**config.mk**
```make
export PLATFORM = sky130hd
export DESIGN_NAME = arcade_input_hub
export DESIGN_NICKNAME = d
export VERILOG_FILES = /design/src/rtl/arcade_input_hub.sv
export SDC_FILE = /design/constraint.sdc
export NUM_CORES = 1
export LEC_CHECK = 0
export CORE_ASPECT_RATIO = 0.7
export CORE_UTILIZATION = 51
export CTS_BUF_LIST = sky130_fd_sc_hd__clkbuf_2 sky130_fd_sc_hd__clkbuf_4 sky130_fd_sc_hd__clkbuf_8
export DETAILED_ROUTE_END_ITERATION = 8
export PLACE_DENSITY_LB_ADDON = 0.15
export REMOVE_ABC_BUFFERS = 1
export SKIP_CTS_REPAIR_TIMING = 1
export SYNTH_ARGS = -nofsm -noshare
export SYNTH_HDL_FRONTEND = slang
export SYNTH_SLANG_ARGS = --single-unit
export TNS_END_PERCENT = 20
```
**constraint.sdc**
```tcl
create_clock -name clk_sys -period 2.39 [get_ports clk_sys]
set_input_delay 0.478 -clock clk_sys [delete_from_list [all_inputs] [get_ports clk_sys]]
set_output_delay 0.478 -clock clk_sys [all_outputs]
set_load 0.02 [all_outputs]
```
**src/rtl/arcade_input_hub.sv**
```systemverilog
// arcade_input_hub: merges USB, DB9 and PS/2 inputs into per-player controls,
// applies rotation and autofire, and shapes a single coin pulse.
module arcade_input_hub #(
  parameter int unsigned PLAYERS    = 2,
  parameter int unsigned BUTTONS    = 2,
  parameter logic [23:0] COIN_PULSE = 24'd600000,
  parameter logic [19:0] AF_DIV     = 20'd400000
) (
  input  logic                       clk_sys,
  input  logic                       reset_n,
  input  logic [10:0]                ps2_key,
  input  logic [16*PLAYERS-1:0]      joy_usb,
  input  logic [16*PLAYERS-1:0]      joy_db9,
  input  logic [PLAYERS-1:0]         db9_en,
  input  logic                       rotate,
  input  logic [PLAYERS-1:0]         autofire_en,
  output logic [4*PLAYERS-1:0]       p_dir,
  output logic [BUTTONS*PLAYERS-1:0] p_btn,
  output logic [PLAYERS-1:0]         p_start,
  output logic                       coin
);

  localparam int unsigned DW    = 4 * PLAYERS;
  localparam int unsigned BW    = BUTTONS * PLAYERS;
  localparam int unsigned NKEYS = 18;
  localparam logic [2:0]  BMASK = 3'((1 << BUTTONS) - 1);

  typedef enum logic [1:0] {
    IDLE  = 2'd0,
    PULSE = 2'd1,
    GAP   = 2'd2
  } coin_state_t;

  logic             toggle_q;
  logic [NKEYS-1:0] keys_q;
  logic [NKEYS-1:0] key_hit;
  logic             ps2_event;

  logic [DW-1:0]      dir_d;
  logic [BW-1:0]      btn_d;
  logic [PLAYERS-1:0] start_d;
  logic               req;
  logic               req_d;

  logic [15:0] usb_w;
  logic [15:0] db9_w;
  logic [3:0]  pad_dir;
  logic [3:0]  kb_dir;
  logic [3:0]  m_dir;
  logic [2:0]  pad_btn;
  logic [2:0]  kb_btn;
  logic [2:0]  m_btn;
  logic        pad_start;
  logic        pad_coin;
  logic        kb_start;
  logic        sel_db9;

  logic [19:0] af_cnt;
  logic        af;

  coin_state_t state_q;
  coin_state_t state_d;
  logic [23:0] cnt_q;
  logic [23:0] cnt_d;
  logic        coin_d;

  // Reserved pad bits carry nothing for this block.
  logic unused_bits;
  assign unused_bits = ^{joy_usb, joy_db9};

  // Scancode decode to one-hot key slot; unmatched codes hit nothing.
  always_comb begin
    key_hit = '0;
    case (ps2_key[8:0])
      9'h175:         key_hit[0]  = 1'b1;  // P0 U
      9'h172:         key_hit[1]  = 1'b1;  // P0 D
      9'h16B:         key_hit[2]  = 1'b1;  // P0 L
      9'h174:         key_hit[3]  = 1'b1;  // P0 R
      9'h029:         key_hit[4]  = 1'b1;  // P0 button 0
      9'h014, 9'h114: key_hit[5]  = 1'b1;  // P0 button 1 (either ctrl)
      9'h02D:         key_hit[6]  = 1'b1;  // P1 U
      9'h02B:         key_hit[7]  = 1'b1;  // P1 D
      9'h023:         key_hit[8]  = 1'b1;  // P1 L
      9'h034:         key_hit[9]  = 1'b1;  // P1 R
      9'h01C:         key_hit[10] = 1'b1;  // P1 button 0
      9'h01B:         key_hit[11] = 1'b1;  // P1 button 1
      9'h016:         key_hit[12] = 1'b1;  // start 0
      9'h005:         key_hit[13] = 1'b1;  // start 0
      9'h01E:         key_hit[14] = 1'b1;  // start 1
      9'h006:         key_hit[15] = 1'b1;  // start 1
      9'h02E:         key_hit[16] = 1'b1;  // coin
      9'h036:         key_hit[17] = 1'b1;  // coin
      default:        ;
    endcase
  end

  assign ps2_event = ps2_key[10] ^ toggle_q;

  // Toggle tracking and key state; reset reloads the toggle so release is silent.
  always_ff @(posedge clk_sys) begin
    toggle_q <= ps2_key[10];
    if (!reset_n) begin
      keys_q <= '0;
    end else if (ps2_event) begin
      keys_q <= (keys_q & ~key_hit) | (key_hit & {NKEYS{ps2_key[9]}});
    end
  end

  // Per-player source select, keyboard merge, rotation, autofire and coin request.
  always_comb begin
    dir_d     = '0;
    btn_d     = '0;
    start_d   = '0;
    req       = keys_q[16] | keys_q[17];
    usb_w     = '0;
    db9_w     = '0;
    pad_dir   = '0;
    pad_btn   = '0;
    pad_start = 1'b0;
    pad_coin  = 1'b0;
    kb_dir    = '0;
    kb_btn    = '0;
    kb_start  = 1'b0;
    m_dir     = '0;
    m_btn     = '0;
    sel_db9   = 1'b0;
    for (int p = 0; p < int'(PLAYERS); p++) begin
      usb_w   = 16'(joy_usb >> (16 * p));
      db9_w   = 16'(joy_db9 >> (16 * p));
      sel_db9 = 1'(db9_en >> p);
      if (sel_db9) begin
        pad_dir   = db9_w[3:0];
        pad_btn   = {db9_w[5], db9_w[4], db9_w[6]};
        pad_start = db9_w[7] & ~db9_w[4];
        pad_coin  = db9_w[8] | (db9_w[7] & db9_w[4]);
      end else begin
        pad_dir   = usb_w[3:0];
        pad_btn   = 3'(usb_w >> 4);
        pad_start = 1'(usb_w >> (4 + BUTTONS));
        pad_coin  = 1'(usb_w >> (5 + BUTTONS));
      end
      if (p == 0) begin
        kb_dir   = {keys_q[0], keys_q[1], keys_q[2], keys_q[3]};
        kb_btn   = {1'b0, keys_q[5], keys_q[4]};
        kb_start = keys_q[12] | keys_q[13];
      end else if (p == 1) begin
        kb_dir   = {keys_q[6], keys_q[7], keys_q[8], keys_q[9]};
        kb_btn   = {1'b0, keys_q[11], keys_q[10]};
        kb_start = keys_q[14] | keys_q[15];
      end else begin
        kb_dir   = '0;
        kb_btn   = '0;
        kb_start = 1'b0;
      end
      m_dir = pad_dir | kb_dir;
      if (rotate) begin
        m_dir = {m_dir[1], m_dir[0], m_dir[2], m_dir[3]};
      end
      m_btn = pad_btn | kb_btn;
      if (1'(autofire_en >> p)) begin
        m_btn[0] = m_btn[0] & af;
      end
      dir_d   = dir_d | (DW'(m_dir) << (4 * p));
      btn_d   = btn_d | (BW'(m_btn & BMASK) << (BUTTONS * p));
      start_d = start_d | (PLAYERS'(pad_start | kb_start) << p);
      req     = req | pad_coin;
    end
  end

  // Registered player outputs.
  always_ff @(posedge clk_sys) begin
    if (!reset_n) begin
      p_dir   <= '0;
      p_btn   <= '0;
      p_start <= '0;
    end else begin
      p_dir   <= dir_d;
      p_btn   <= btn_d;
      p_start <= start_d;
    end
  end

  // Free-running autofire phase, toggling every AF_DIV cycles.
  always_ff @(posedge clk_sys) begin
    if (!reset_n) begin
      af_cnt <= '0;
      af     <= 1'b0;
    end else if (af_cnt == AF_DIV - 20'd1) begin
      af_cnt <= '0;
      af     <= ~af;
    end else begin
      af_cnt <= af_cnt + 20'd1;
    end
  end

  // Coin FSM state; req_d follows the request through reset so a held coin cannot retrigger.
  always_ff @(posedge clk_sys) begin
    req_d <= req;
    if (!reset_n) begin
      state_q <= IDLE;
      cnt_q   <= '0;
      coin    <= 1'b0;
    end else begin
      state_q <= state_d;
      cnt_q   <= cnt_d;
      coin    <= coin_d;
    end
  end

  // Coin FSM next state: edge starts a pulse, then an equal-length lockout gap.
  always_comb begin
    state_d = state_q;
    cnt_d   = cnt_q;
    coin_d  = 1'b0;
    case (state_q)
      IDLE: begin
        if (req & ~req_d) begin
          state_d = PULSE;
          cnt_d   = '0;
          coin_d  = 1'b1;
        end
      end
      PULSE: begin
        if (cnt_q == COIN_PULSE - 24'd1) begin
          state_d = GAP;
          cnt_d   = '0;
        end else begin
          cnt_d  = cnt_q + 24'd1;
          coin_d = 1'b1;
        end
      end
      GAP: begin
        if (cnt_q == COIN_PULSE - 24'd1) begin
          state_d = IDLE;
          cnt_d   = '0;
        end else begin
          cnt_d = cnt_q + 24'd1;
        end
      end
      default: begin
        state_d = IDLE;
        cnt_d   = '0;
      end
    endcase
  end

endmodule
```
==> out/results.tsv, run 1 <==
stage	metric	value	unit
outcome	status	complete, no violations	
timing	setup_viol	0	
critical_path	crit_family	simple AND/OR/NAND/NOR gates	
finish	final_area	5210	sq um
finish	syn_to_final_growth	28.9	%
placement	place_inst	650	
power	p_per_area	564	nW/um^2
critical_path	crit_cells	6	
routing	drt_iter0_markers	253	
floorplanning	rows	26	
timing	final_hold_viol_count	0	
timing	fin_crit	2.24	ns
floorplanning	die_x	108	um
flow_run	cap_violations	0	
clocking	cts.sinks	82	
power	switching_share	0.260	
placement	post_dp_cell_area	5000	sq um
global_route	antenna_found_initial	0	
finish	diodes	0	
finish	fin_nets	650	
global_route	gr-usage-all-layers	0.264	
finish	fin_util	0.696	
yosys	netlist_area	4040	sq um
floorplanning	die_h	76.5	um
routing	num_vias	3859	
finish	drive_gt1_frac	0.107	
placement	gp_congestion	0.888	
placement	place_ws	-0.241	ns
clocking	clk_latency	0.35	ns
critical_path	critPathLaunch	db9_en[1]	
floorplanning	start_util	0.540	
critical_path	path_class	in2reg	
finish	num-fill-cells	624	
placement	dp_hpwl	7900	um
critical_path	rr_worst_depth	5	
yosys	synth.distinct_cells	49	
timing	skew	0.00590	ns
power	power_frac_seq	0.481	
clocking	clkSlewWorstSetupHoldPaths	0.08	ns
yosys	synth_compound_area_frac	0.145	
global_route	grt_max_degree	23	
yosys	synth_fa_ha_area_frac	0.0155	
critical_path	r2r_start	cnt_q[11]	
critical_path	cpMaxStageDelayCell	or4_1	
global_route	first_global_vias	3569	
floorplanning	io_pins	97	
yosys	synthArstFlopShare	0	
power	p_comb_frac	0.171	
timing	rsz0062_at_grt	no	
critical_path	cpPeakStageDelay	0.68	ns
critical_path	r2r_slack	0.24	ns
power	power_switching	765	uW
critical_path	cp-end-kind	register	
yosys	avgSynthCellArea	8.60	sq um
floorplanning	core	7480	sq um
timing	slew-limit-headroom	0.546	
global_route	grt_pass1_wl	17000	um
yosys	synthSimpleGateAreaFrac	0.309	
routing	first_pass_iters	5	
yosys	synthMuxAreaShare	0.0446	
worst_hold_path	min_path_type	reg2reg	
floorplanning	dieArea	8290	sq um
critical_path	worstPathArrival	2.48	ns
critical_path	crit_path_start_kind	input port	
timing	fmax	0.447	GHz
global_route	grt-ovfl-total	0	
routing	wl_per_cell	15.6	um
critical_path	cp_num_buf_inv	1	
clocking	clk_path_buf_depth	2	
yosys	synth_top_family_by_area	simple AND/OR/NAND/NOR gates	
clocking	cts_buffers	9	
timing	max_slew.worst_pin.slew	0.678	ns
power	p_clk_frac	0.348	
yosys	synthCells	470	
critical_path	critPathCapture	cnt_q[1]	
routing	drc_errors	0	
placement	io_buffers	64	
clocking	htreeDepth	3	
power	power.internal	2180	uW
critical_path	cp_cell_sequence	clkdlybuf4s50_1 > mux2i_1 > a21oi_2 > or4_1 > and3_1 > o21a_1	
routing	viasPerCell	5.79	
power	leakage	0.00188	uW
routing	wl	10400	um
routing	drt.antenna.violating_nets	0	
power	ir_worst_vdd	414	uV
critical_path	cp_max_fo	6	
yosys	synth_warnings	0	
timing	drv_slew	0	
timing	setup_slack	0.155	ns
timing	fin_crit_sh	0.935	
clocking	cts_tree	built	
critical_path	reg2reg_to	cnt_q[21]	
yosys	synth_xor_xnor_area_share	0.0477	
critical_path	critPathRequiredTime	2.64	ns
clocking	clk_root_buffer_cell	clkbuf_8	
yosys	yosysSeqAreaShare	0.406	
yosys	ys.flop_type	dfxtp_1	
yosys	ys_ff_latch	82	
finish	fin_cells	666	
yosys	synth_edf_count	0	
## kinds of logic after synthesis
group,Yosys count
AND/OR/NAND/NOR,224
AO/OA/AOI/OAI,88
flip-flops,82
buffers and inverters,31
XOR/XNOR,22
multiplexers,18
adder cells (fa/ha/maj),5
## cells in the mapped netlist (3+ instances only)
library cell / n / area [sq um]
dfxtp_1: 82 / 1640
o22ai_1: 4 / 25.0
nand2b_1: 9 / 56.3
a211oi_1: 19 / 143
or3_1: 5 / 31.3
nor2b_1: 20 / 125
nand3b_1: 4 / 30.0
nand4_1: 10 / 62.6
nand4b_1: 3 / 26.3
nand2_1: 27 / 101
ha_1: 5 / 62.6
o21ai_0: 12 / 60.1
nor3_1: 11 / 55.1
mux2i_1: 18 / 180
o32ai_1: 3 / 26.3
nor4_1: 5 / 31.3
nor2_1: 57 / 214
o31ai_1: 10 / 75.1
clkbuf_1: 13 / 48.8
buf_2: 6 / 30.0
xor2_1: 9 / 78.8
xnor2_1: 13 / 114
and3_1: 7 / 43.8
nand3_1: 22 / 110
and2b_1: 3 / 22.5
and2_1: 6 / 37.5
nor4b_1: 7 / 61.3
and4_1: 6 / 52.6
a21oi_1: 29 / 145
inv_1: 11 / 41.3
or4_1: 14 / 105
## layout make-up
| cell class | count | area [sq um] | area share |
|---|---|---|---|
| inverters | 11 | 41.3 | 0.00792 |
| repair buffers | 102 | 926 | 0.178 |
| flip-flops and latches | 82 | 1640 | 0.315 |
| clock inverters | 4 | 51.3 | 0.00984 |
| multi-input cells | 357 | 2280 | 0.437 |
| clock buffers | 12 | 153 | 0.0293 |
| well taps | 98 | 123 | 0.0235 |
## worst min-delay path by stage
| stage | slack [ns] | cells after the start | start | to |
|---|---|---|---|---|
| global placement | 0.44 | 1 | af_cnt[0] | af_cnt[0] |
| detailed placement | 0.46 | 1 | af_cnt[0] | af_cnt[0] |
| floorplan | 0.43 | 1 | af_cnt[0] | af_cnt[0] |
| finish | 0.47 | 1 | af_cnt[0] | af_cnt[0] |
| CTS | 0.48 | 1 | af_cnt[0] | af_cnt[0] |
| global route | 0.50 | 1 | af_cnt[0] | af_cnt[0] |
## through the flow
step                      power [uW]  setup TNS [ns]  hold slack, ns
after floorplan                 1670               0           0.426
after global placement          1920           -3.18           0.442
after detailed placement        1940           -4.86           0.458
after CTS                       2960               0           0.477
after global routing            3080               0           0.505
final                           2940               0           0.467
## worst register-to-register path, stage by stage, from the launching register on
cell,delay [ns]
dfxtp_1,0.45
nand2_1,0.20
nor4_1,0.46
nand2b_1,0.27
or4_1,0.51
a21oi_1,0.18
## cells in the final DEF (no fill, tap or decap), drive strengths merged, types with 5 or more instances in the layout
| master | instances |
|---|---|
| dfxtp | 82 |
| clkdlybuf4s50 | 64 |
| nor2 | 58 |
| buf | 38 |
| a21oi | 30 |
| nand2 | 27 |
| nand3 | 22 |
| nor2b | 20 |
| a211oi | 20 |
| mux2i | 18 |
| or4 | 14 |
| xnor2 | 13 |
| o21ai | 13 |
| clkbuf | 12 |
| inv | 11 |
| nor3 | 11 |
| nand4 | 10 |
| o31ai | 10 |
| nand2b | 9 |
| xor2 | 9 |
| and3 | 7 |
| nor4b | 7 |
| and4 | 6 |
| and2 | 6 |
| nor4 | 6 |
| or3 | 5 |
| ha | 5 |
## per-layer routing
metal	part of all wire	GRT usage	vias up
li1	-	-	1897
met1	0.48	0.370	1809
met2	0.43	0.402	134
met3	0.070	0.0556	19
met4	0.014	0.0838	0
met5	0	0	-
## power by group through the flow
| stage | Sequential, uW | Combinational [uW] | Clock (uW) |
|---|---|---|---|
| after global routing | 1420 | 544 | 1110 |
| final | 1420 | 502 | 1020 |
| after CTS | 1420 | 495 | 1050 |
| after detailed placement | 1450 | 491 | 0 |
| after global placement | 1450 | 479 | 0 |
| after floorplan | 1470 | 199 | 0 |
No activity file was read; power rests on OpenSTA's default activity.
==> run 2, diff against run 1 <==
--- a/config.mk
+++ b/config.mk
@@ -9,6 +9,7 @@
 export CORE_UTILIZATION = 51
 export CTS_BUF_LIST = sky130_fd_sc_hd__clkbuf_2 sky130_fd_sc_hd__clkbuf_4 sky130_fd_sc_hd__clkbuf_8
 export DETAILED_ROUTE_END_ITERATION = 8
+export GPL_ROUTABILITY_DRIVEN = 0
 export PLACE_DENSITY_LB_ADDON = 0.15
 export REMOVE_ABC_BUFFERS = 1
 export SKIP_CTS_REPAIR_TIMING = 1
==> constraint.sdc (replaced) <==
create_clock -name clk_sys -period 2.1 [get_ports clk_sys]
set_input_delay 0.42 -clock clk_sys [delete_from_list [all_inputs] [get_ports clk_sys]]
set_output_delay 0.42 -clock clk_sys [all_outputs]
set_load 0.02 [all_outputs]
==> run 2 against run 1 <==
  * Critical path depth up 3
  * Combinational power increased by 20%
  * Sequential power rose by 13%
  * Register-to-register slack worse by 0.14 ns
  * Die area unchanged
  * Critical endpoint is now cnt_q[22]
==> out/results.tsv, run 2 (synthesis results as in run 1) <==
stage	metric	value	unit	change
timing	max_slew.worst_pin.slew	0.524	ns	-0.154 ns
floorplanning	core	7480	sq um	unchanged
critical_path	r2r_start	cnt_q[1]		
global_route	grt_pass1_wl	17300	um	+1.4%
routing	first_pass_iters	5		unchanged
global_route	grt_use_met2	0.394		-0.00764
routing	wl_per_cell	15.5	um	-0.55%
floorplanning	io_pins	97		unchanged
critical_path	r2r_slack	0.10	ns	-0.14 ns
finish	layout_common_cells	dfxtp_1, clkdlybuf4s50_1, nor2_1		
clocking	htreeDepth	3		unchanged
global_route	first_global_vias	3571		+0.056%
timing	fin_crit_sh	0.983		
critical_path	cp-end-kind	register		
critical_path	crit_path_start_kind	input port		
critical_path	critPathRequiredTime	2.40	ns	-0.24 ns
finish	fin_util	0.724		+0.0274
worst_hold_path	holdPathEnd	af_cnt[0]		
clocking	cts.sinks	82		unchanged
power	ir_worst_vdd	526	uV	+27%
critical_path	path_class	in2reg		
finish	regArea	1640	sq um	unchanged
global_route	grt_max_degree	25		+8.7%
global_route	gr-usage-all-layers	0.266		+0.00225
power	leakage	0.00198	uW	+5.8%
power	finalPower	3590	uW	+22%
critical_path	reg2reg_to	cnt_q[14]		
floorplanning	die_x	108	um	unchanged
routing	drt.antenna.violating_nets	0		unchanged
flow_run	cap_violations	0		unchanged
critical_path	worstPathArrival	2.36	ns	-0.12 ns
floorplanning	die_h	76.5	um	unchanged
timing	fin_crit	2.06	ns	
floorplanning	rows	26		unchanged
timing	setup_viol	0		unchanged
routing	drt_iter0_markers	369		+46%
global_route	antenna_found_initial	0		unchanged
worst_hold_path	min_path_type	reg2reg		
placement	io_buffers	64		unchanged
clocking	clk_path_buf_depth	2		unchanged
global_route	met3_usage	0.0736		+0.0180
clocking	clkSlewWorstSetupHoldPaths	0.08	ns	about the same
clocking	cts_tree	built		
global_route	use_met1	0.380		+0.0105
timing	skew	0.00949	ns	+0.00359 ns
routing	viasPerCell	5.73		-1.2%
floorplanning	start_util	0.540		unchanged
finish	diodes	0		unchanged
timing	slew-limit-headroom	0.649		+0.103
outcome	status	complete, no violations		
timing	fmax	0.484	GHz	
timing	drv_slew	0		unchanged
clocking	cts_buffers	9		unchanged
finish	fin_nets	662		+1.8%
finish	mostFrequentLayoutCell	dfxtp_1		
floorplanning	dieArea	8290	sq um	unchanged
global_route	grt-ovfl-total	0		unchanged
worst_hold_path	hold_start	af_cnt[0]		
critical_path	cp_max_fo	24		+18
global_route	grt_most_used_layer	met2		
finish	syn_to_final_growth	34.0	%	
clocking	clk_latency	0.36	ns	about the same
critical_path	rr_worst_depth	6		+1
finish	multi_input_area	2330	sq um	+2.2%
timing	final_hold_viol_count	0		unchanged
finish	num-fill-cells	589		-5.6%
clocking	clk_root_buffer_cell	clkbuf_8		
routing	wl	10500	um	+1.2%
placement	dp_hpwl	7790	um	-1.4%
finish	drive_gt1_frac	0.148		+0.0409
routing	num_vias	3883		+0.62%
routing	drc_errors	0		unchanged
power	p_per_area	662	nW/um^2	+17%
worst_hold_path	holdPathStages	1		unchanged
run 2: changes by cell type in the layout (fill, tap and decap cells not counted), moves of 3 or more:
cell      before  now
buf_4         38   48
a21oi_1       29   24
a21oi_2        1    6
clkbuf_8      10   13
or4_1         14   11
or4_4          0    3
run 2: critical path, cell delays in order:
cell	delay, ns
clkdlybuf4s50_1	0.49
a21oi_2	0.06
buf_4	0.14
a211oi_4	0.25
buf_6	0.15
nor4_4	0.04
buf_12	0.16
or4_4	0.51
a21oi_2	0.14
run 2: report_power, final:
group | switching [uW] | total (uW) | internal [uW]
logic | 306 | 604 | 299
registers | 18.0 | 1610 | 1590
clock network | 573 | 1370 | 802
total | 896 | 3590 | 2690
run 2: worst max-delay path by stage:
| stage | cells past startpoint | endpoint | startpoint |
|---|---|---|---|
| after floorplan | 5 | cnt_q[10] | db9_en[1] |
| after global placement | 8 | cnt_q[0] | joy_db9[4] |
| after detailed placement | 8 | cnt_q[0] | joy_db9[4] |
| after CTS | 8 | cnt_q[0] | joy_db9[4] |
| after global routing | 9 | cnt_q[22] | joy_db9[7] |
| final | 9 | cnt_q[22] | joy_db9[7] |
run 2: area by class of cell:
cell class / instances / share of cell area
Multi-Input combinational cell: 357 / 0.429
Clock buffer: 13 / 0.0330
Inverter: 11 / 0.00762
Tap cell: 98 / 0.0226
Timing Repair Buffer: 114 / 0.191
Sequential cell: 82 / 0.303
Clock inverter: 3 / 0.0127
run 2: per-layer routing:
layer,up-vias,wire (um)
met5,-,0
met2,128,4510
met3,12,746
met4,0,89
met1,1816,5180
li1,1927,-
run 2: stage by stage:
stage          instance area [sq um]  std cells  TNS [ns]  setup WS, ns  hold WS, ns
6_report                        5420        678         0        0.0360        0.474
5_1_grt                         5420        678    -0.143       -0.0342        0.485
4_1_cts                         5340        676    -0.292       -0.0324        0.478
3_5_place_dp                    5090        660    -10.26        -0.446        0.458
3_3_place_gp                    5090        660     -9.14        -0.382        0.443
2_1_floorplan                   3950        450    -0.570       -0.0400        0.426
